==> config.mk <==
export PLATFORM = sky130hd
export DESIGN_NAME = seven_seg_scanner
export DESIGN_NICKNAME = d
export VERILOG_FILES = /design/src/rtl/seg_pkg.sv /design/src/rtl/bcd_to_seg.sv /design/src/rtl/seven_seg_scanner.sv
export SDC_FILE = /design/constraint.sdc
export NUM_CORES = 1
export LEC_CHECK = 0
export CORE_MARGIN = 3
export CORE_UTILIZATION = 48
export CTS_CLUSTER_SIZE = 10
export DETAILED_ROUTE_END_ITERATION = 8
export PLACE_DENSITY = 0.75
export SETUP_SLACK_MARGIN = 0.4
export SLEW_MARGIN = 20
export SYNTH_ARGS = -nofsm -noshare
export SYNTH_HDL_FRONTEND = slang
export SYNTH_SLANG_ARGS = --single-unit
==> constraint.sdc <==
create_clock -name clk -period 2.05 [get_ports clk]
set_clock_uncertainty 0.05 [all_clocks]
set_input_delay 0.5125 -clock clk [delete_from_list [all_inputs] [get_ports clk]]
set_output_delay 0.5125 -clock clk [all_outputs]
set_load 0.02 [all_outputs]
==> src/rtl/seg_pkg.sv <==
// Shared seven-segment constants for the display path.
// Segment vectors are active-low in bit order {g,f,e,d,c,b,a}.
package seg_pkg;

  localparam int NUM_DIGITS = 4;

  typedef logic [1:0] digit_idx_t;
  typedef logic [6:0] seg_t;

  localparam digit_idx_t IDX_LAST = 2'd3;

  localparam seg_t SEG_0    = 7'h40;
  localparam seg_t SEG_1    = 7'h79;
  localparam seg_t SEG_2    = 7'h24;
  localparam seg_t SEG_3    = 7'h30;
  localparam seg_t SEG_4    = 7'h19;
  localparam seg_t SEG_5    = 7'h12;
  localparam seg_t SEG_6    = 7'h02;
  localparam seg_t SEG_7    = 7'h78;
  localparam seg_t SEG_8    = 7'h00;
  localparam seg_t SEG_9    = 7'h10;
  localparam seg_t SEG_DASH = 7'h3F;
  localparam seg_t SEG_OFF  = 7'h7F;

endpackage

==> src/rtl/bcd_to_seg.sv <==
// Combinational BCD nibble to active-low seven-segment decoder.
// Non-BCD codes (A-F) show a dash so corrupted counter values are visible.
module bcd_to_seg
  import seg_pkg::*;
(
  input  logic [3:0] bcd,
  output seg_t       seg
);

  always_comb begin
    case (bcd)
      4'd0:    seg = SEG_0;
      4'd1:    seg = SEG_1;
      4'd2:    seg = SEG_2;
      4'd3:    seg = SEG_3;
      4'd4:    seg = SEG_4;
      4'd5:    seg = SEG_5;
      4'd6:    seg = SEG_6;
      4'd7:    seg = SEG_7;
      4'd8:    seg = SEG_8;
      4'd9:    seg = SEG_9;
      default: seg = SEG_DASH;
    endcase
  end

endmodule

==> src/rtl/seven_seg_scanner.sv <==
// Multiplexed 4-digit common-anode display driver: one digit per refresh slot,
// with all inputs snapshotted once per frame so a frame never mixes two counts.
module seven_seg_scanner
  import seg_pkg::*;
#(
  parameter int REFRESH_DIV = 250000
) (
  input  logic        clk,
  input  logic        reset,
  input  logic [15:0] num,
  input  logic [3:0]  dp_in,
  input  logic        blank_lz,
  output logic [6:0]  seg,
  output logic        dp,
  output logic [3:0]  an,
  output logic        frame_tick
);

  localparam int PW = (REFRESH_DIV > 2) ? $clog2(REFRESH_DIV) : 1;
  localparam logic [PW-1:0] PRESC_LAST = PW'(REFRESH_DIV - 1);

  logic [PW-1:0] presc;
  digit_idx_t    idx;
  logic [15:0]   snap_num;
  logic [3:0]    snap_dp;
  logic          snap_blz;
  // Holds the outputs dark until the first snapshot has been taken.
  logic          active;

  logic          tick;
  logic [3:0]    cur_digit;
  logic [3:0]    zero;
  logic [3:0]    blank;
  seg_t          dec_seg;

  assign tick      = (presc == PRESC_LAST);
  assign cur_digit = snap_num[{idx, 2'b00} +: 4];

  assign zero[0] = (snap_num[3:0]   == 4'h0);
  assign zero[1] = (snap_num[7:4]   == 4'h0);
  assign zero[2] = (snap_num[11:8]  == 4'h0);
  assign zero[3] = (snap_num[15:12] == 4'h0);

  // Digit k blanks only when it and every more-significant digit are zero.
  assign blank[0] = 1'b0;
  assign blank[1] = snap_blz & zero[3] & zero[2] & zero[1];
  assign blank[2] = snap_blz & zero[3] & zero[2];
  assign blank[3] = snap_blz & zero[3];

  bcd_to_seg u_dec (
    .bcd (cur_digit),
    .seg (dec_seg)
  );

  // NOTE: non-blocking assignments throughout so every register samples the
  // pre-edge value of every other register, independent of statement order.
  always_ff @(posedge clk) begin
    if (reset) begin
      presc      <= '0;
      idx        <= IDX_LAST;
      snap_num   <= '0;
      snap_dp    <= '0;
      snap_blz   <= 1'b0;
      active     <= 1'b0;
      an         <= 4'b1111;
      seg        <= SEG_OFF;
      dp         <= 1'b1;
      frame_tick <= 1'b0;
    end else begin
      frame_tick <= 1'b0;

      if (tick) begin
        presc  <= '0;
        active <= 1'b1;
        if (idx == IDX_LAST) begin
          idx        <= '0;
          snap_num   <= num;
          snap_dp    <= dp_in;
          snap_blz   <= blank_lz;
          frame_tick <= 1'b1;
        end else begin
          idx <= idx + 2'd1;
        end
      end else begin
        presc <= presc + 1'b1;
      end

      // Outputs trail idx/snapshot by one cycle and hold for the whole slot.
      if (!active) begin
        an  <= 4'b1111;
        seg <= SEG_OFF;
        dp  <= 1'b1;
      end else begin
        an <= ~(4'b0001 << idx);
        if (blank[idx]) begin
          seg <= SEG_OFF;
          dp  <= 1'b1;
        end else begin
          seg <= dec_seg;
          dp  <= ~snap_dp[idx];
        end
      end
    end
  end

endmodule

==> impl_metrics.tcl <==
set metrics [dict create \
    cts.reportedPaths.clkPinSlew_ns 0.09 \
    grt_overflow_total 0 \
    status "complete, no violations" \
    hold_violations 0 \
    slew_violations 0 \
    synthesis.nets 302 \
    route.vias.total 2065 \
    vdd_drop_max_v 0.0004306 \
    critPathArrivalTime_ns 2.14 \
    final_common_cell "dfxtp_1" \
    htreeDepth 2 \
    crit_type "flop to flop" \
    required_ns 2.24 \
    synth_area_um2 2381 \
    drtIter0Drc 94 \
    path_cells "or4_4 -> nor4_4 -> nor2b_4 -> buf_6 -> buf_12 -> nand3_1 -> a21oi_2" \
    placement.cell_area_um2 2950 \
    fillerInstances 364 \
    seq_area_frac_synth 0.4624 \
    pwr-share-comb 0.040 \
    drt_wl_total_mm 5.571 \
    gp_congestion 0.8306 \
    rsz0062_at_grt "true" \
    seq_power_share 0.570 \
    track_usage 0.1877 \
    design_area_um2 3283 \
    period_needed_ns 1.949 \
    initial_utilization 0.5217 \
    leakage_nw 1.159 \
    cp_num_buf_inv 2 \
    synth.ff_latch_count 55 \
    grt_max_degree 23 \
    dieArea_um2 5842 \
    area_growth_pct 37.89 \
    setup_slack_ns 0.1007 \
    clock-sinks 55 \
    syn_inst 269 \
    p_clk_frac 0.390 \
    power.internal_mw 1.515 \
    crit_slowest_cell "or4_4" \
    met3WireLength_um 278 \
    worst_hold_path_type "flop to flop" \
    top_layer "met4" \
    diodes 0 \
    die_x_um 76.43 \
    dp_hpwl_mm 3.570 \
    dr.pass1.iters 4 \
    avgRoutedWirePerCell_um 14.32 \
    yosys_warnings 0 \
    synthDistinctLibCells 34 \
    critPathCaptureType "flop" \
    ant_nets 0 \
    crit_path_max_incr_delay_ns 0.54 \
    port_buffers 35 \
    hold_ws_ns 0.4131 \
    startpoint "presc[10]$_SDFF_PP0_" \
    dp_worst_setup_slack_ns 0.06814 \
    rows 24 \
    netSwitchingFraction 0.1968 \
    antenna_found_initial 0 \
    io_pins 36 \
    post-route-drc-count 0 \
    final_cell_mix "dfxtp_1 (48), nand2_1 (36), nand3_1 (30)" \
    grt_pass1_wl_mm 8.983 \
    maxCapViolations 0 \
    critPathMaxFanout 10 \
    power_density_nw_per_um2 574.4 \
    die_y_um 76.43 \
    cts_root_buffer "clkbuf_8" \
    yosys.area.top_type "dfxtp_1" \
    path_delay_family "simple AND/OR/NAND/NOR gates" \
    drive_above_1_share 0.2284 \
    core_area_um2 4564 \
    clkLatencyLatePin_ns 0.31 \
    drt-met1-wl_mm 2.617 \
    wl_met2_mm 2.597 \
    worstReg2RegStart "presc[10]$_SDFF_PP0_" \
    setup_viol 0 \
    fin_nets 356 \
    cts_buffers 5 \
    worst_setup_path_start_kind "flop" \
    first_global_vias 1997 \
    hp-start "snap_dp[3]$_SDFFE_PP0P_" \
    clock_path_buffers 2 \
    finalCritPeriodShare 0.9509 \
    tightest_slew_ns 0.4868 \
    cts_tree "yes" \
    relSlewSlack 0.6729 \
    fmax_mhz 513.0 \
    tns_ns 0 \
    synth_area_leaders "dfxtp_1 (46%), nand3_1 (6.7%), nand2_1 (5.7%)" \
    p_sw_uw 371.1 \
    synth.avg_cell_area_um2 8.851 \
    synth_top_area_share 0.4624 \
    via_per_inst 5.308 \
]
==> final cells by class <==
| class | count | area, µm² | share of cell area |
|---|---|---|---|
| Multi-Input combinational cell | 193 | 1363 | 0.4150 |
| Sequential cell | 55 | 1112 | 0.3388 |
| Timing Repair Buffer | 60 | 574.3 | 0.1749 |
| Clock buffer | 6 | 82.58 | 0.02515 |
| Tap cell | 65 | 81.33 | 0.02477 |
| Clock inverter | 2 | 35.03 | 0.01067 |
| Inverter | 8 | 35.03 | 0.01067 |
==> Yosys cell counts (all sizes together) <==
| library cell | n |
|---|---|
| and3 | 2 |
| nand2 | 36 |
| mux2 | 1 |
| xnor2 | 9 |
| and4 | 2 |
| nor4 | 5 |
| nand2b | 2 |
| o21ai | 7 |
| nor2 | 29 |
| a31oi | 1 |
| a211o | 2 |
| xor2 | 7 |
| dfxtp | 55 |
| mux4 | 5 |
| o31ai | 1 |
| or2 | 1 |
| or4b | 1 |
| nor3 | 4 |
| a211oi | 1 |
| and2 | 1 |
| nand4 | 2 |
| clkbuf | 7 |
| nand3 | 32 |
| or4 | 1 |
| ha | 10 |
| nor2b | 3 |
| a21oi | 25 |
| inv | 8 |
| mux2i | 2 |
| buf | 7 |
==> power groups by stage <==
| stage | sequential, mW | combinational (mW) | clock (mW) |
|---|---|---|---|
| after global routing | 1.08 | 0.0815 | 0.796 |
| after CTS | 1.08 | 0.0743 | 0.749 |
| after global placement | 1.10 | 0.0736 | 0 |
| final | 1.08 | 0.0753 | 0.735 |
| after floorplan | 1.10 | 0.0234 | 0 |
| after detailed placement | 1.10 | 0.0735 | 0 |
==> through the flow <==
| step | utilization | power, mW | instances |
|---|---|---|---|
| after global routing | 0.7193 | 1.954 | 389 |
| after global placement | 0.6464 | 1.175 | 373 |
| after CTS | 0.6998 | 1.899 | 388 |
| after detailed placement | 0.6464 | 1.176 | 373 |
| final | 0.7193 | 1.886 | 389 |
| after floorplan | - | 1.124 | 269 |
==> cell families after synthesis <==
group	Yosys count	synth area share
mux	8	0.06043
xor+xnor	16	0.05886
flops	55	0.4624
compound gates	37	0.08356
buf+inv	22	0.04467
simple gates	121	0.2375
fa+ha+maj	10	0.05255
==> state kept, by name, indices dropped and copies added, names as in the netlist <==
register	flops
presc	18
snap_blz	1
snap_dp	4
seg	7
an	4
active	1
snap_num	16
idx	2
frame_tick	1
dp	1
==> worst min-delay path: stages, from the launching register on <==
cell	delay, ns
dfxtp_1	0.32
nand2_1	0.05
a21oi_1	0.05
==> what timing repair did <==
action,in CTS,in global routing
buffers inserted,7,0
pin swaps,10,4
hold buffers,0,0
endpoints found under the setup margin,61,48
gates cloned,0,1
gates resized for setup,36,18
endpoints found under the hold margin,0,0
==> worst paths after layout <==
kind                                                 end  depth (start not counted)  slack [ns]
worst max register to register  snap_num[4]$_SDFFE_PP0P_                          7        0.10
worst min-delay path             snap_dp[3]$_SDFFE_PP0P_                          2        0.41
worst max-delay path            snap_num[4]$_SDFFE_PP0P_                          7        0.10
worst min register to register   snap_dp[3]$_SDFFE_PP0P_                          2        0.41
==> routing by layer <==
metal | vias up | track usage
met3 | 11 | 0.04019
met1 | 968 | 0.2441
met4 | 0 | 0.06159
met5 | - | 0
li1 | 1033 | -
met2 | 53 | 0.3093
No activity file was read; power rests on OpenSTA's default activity.
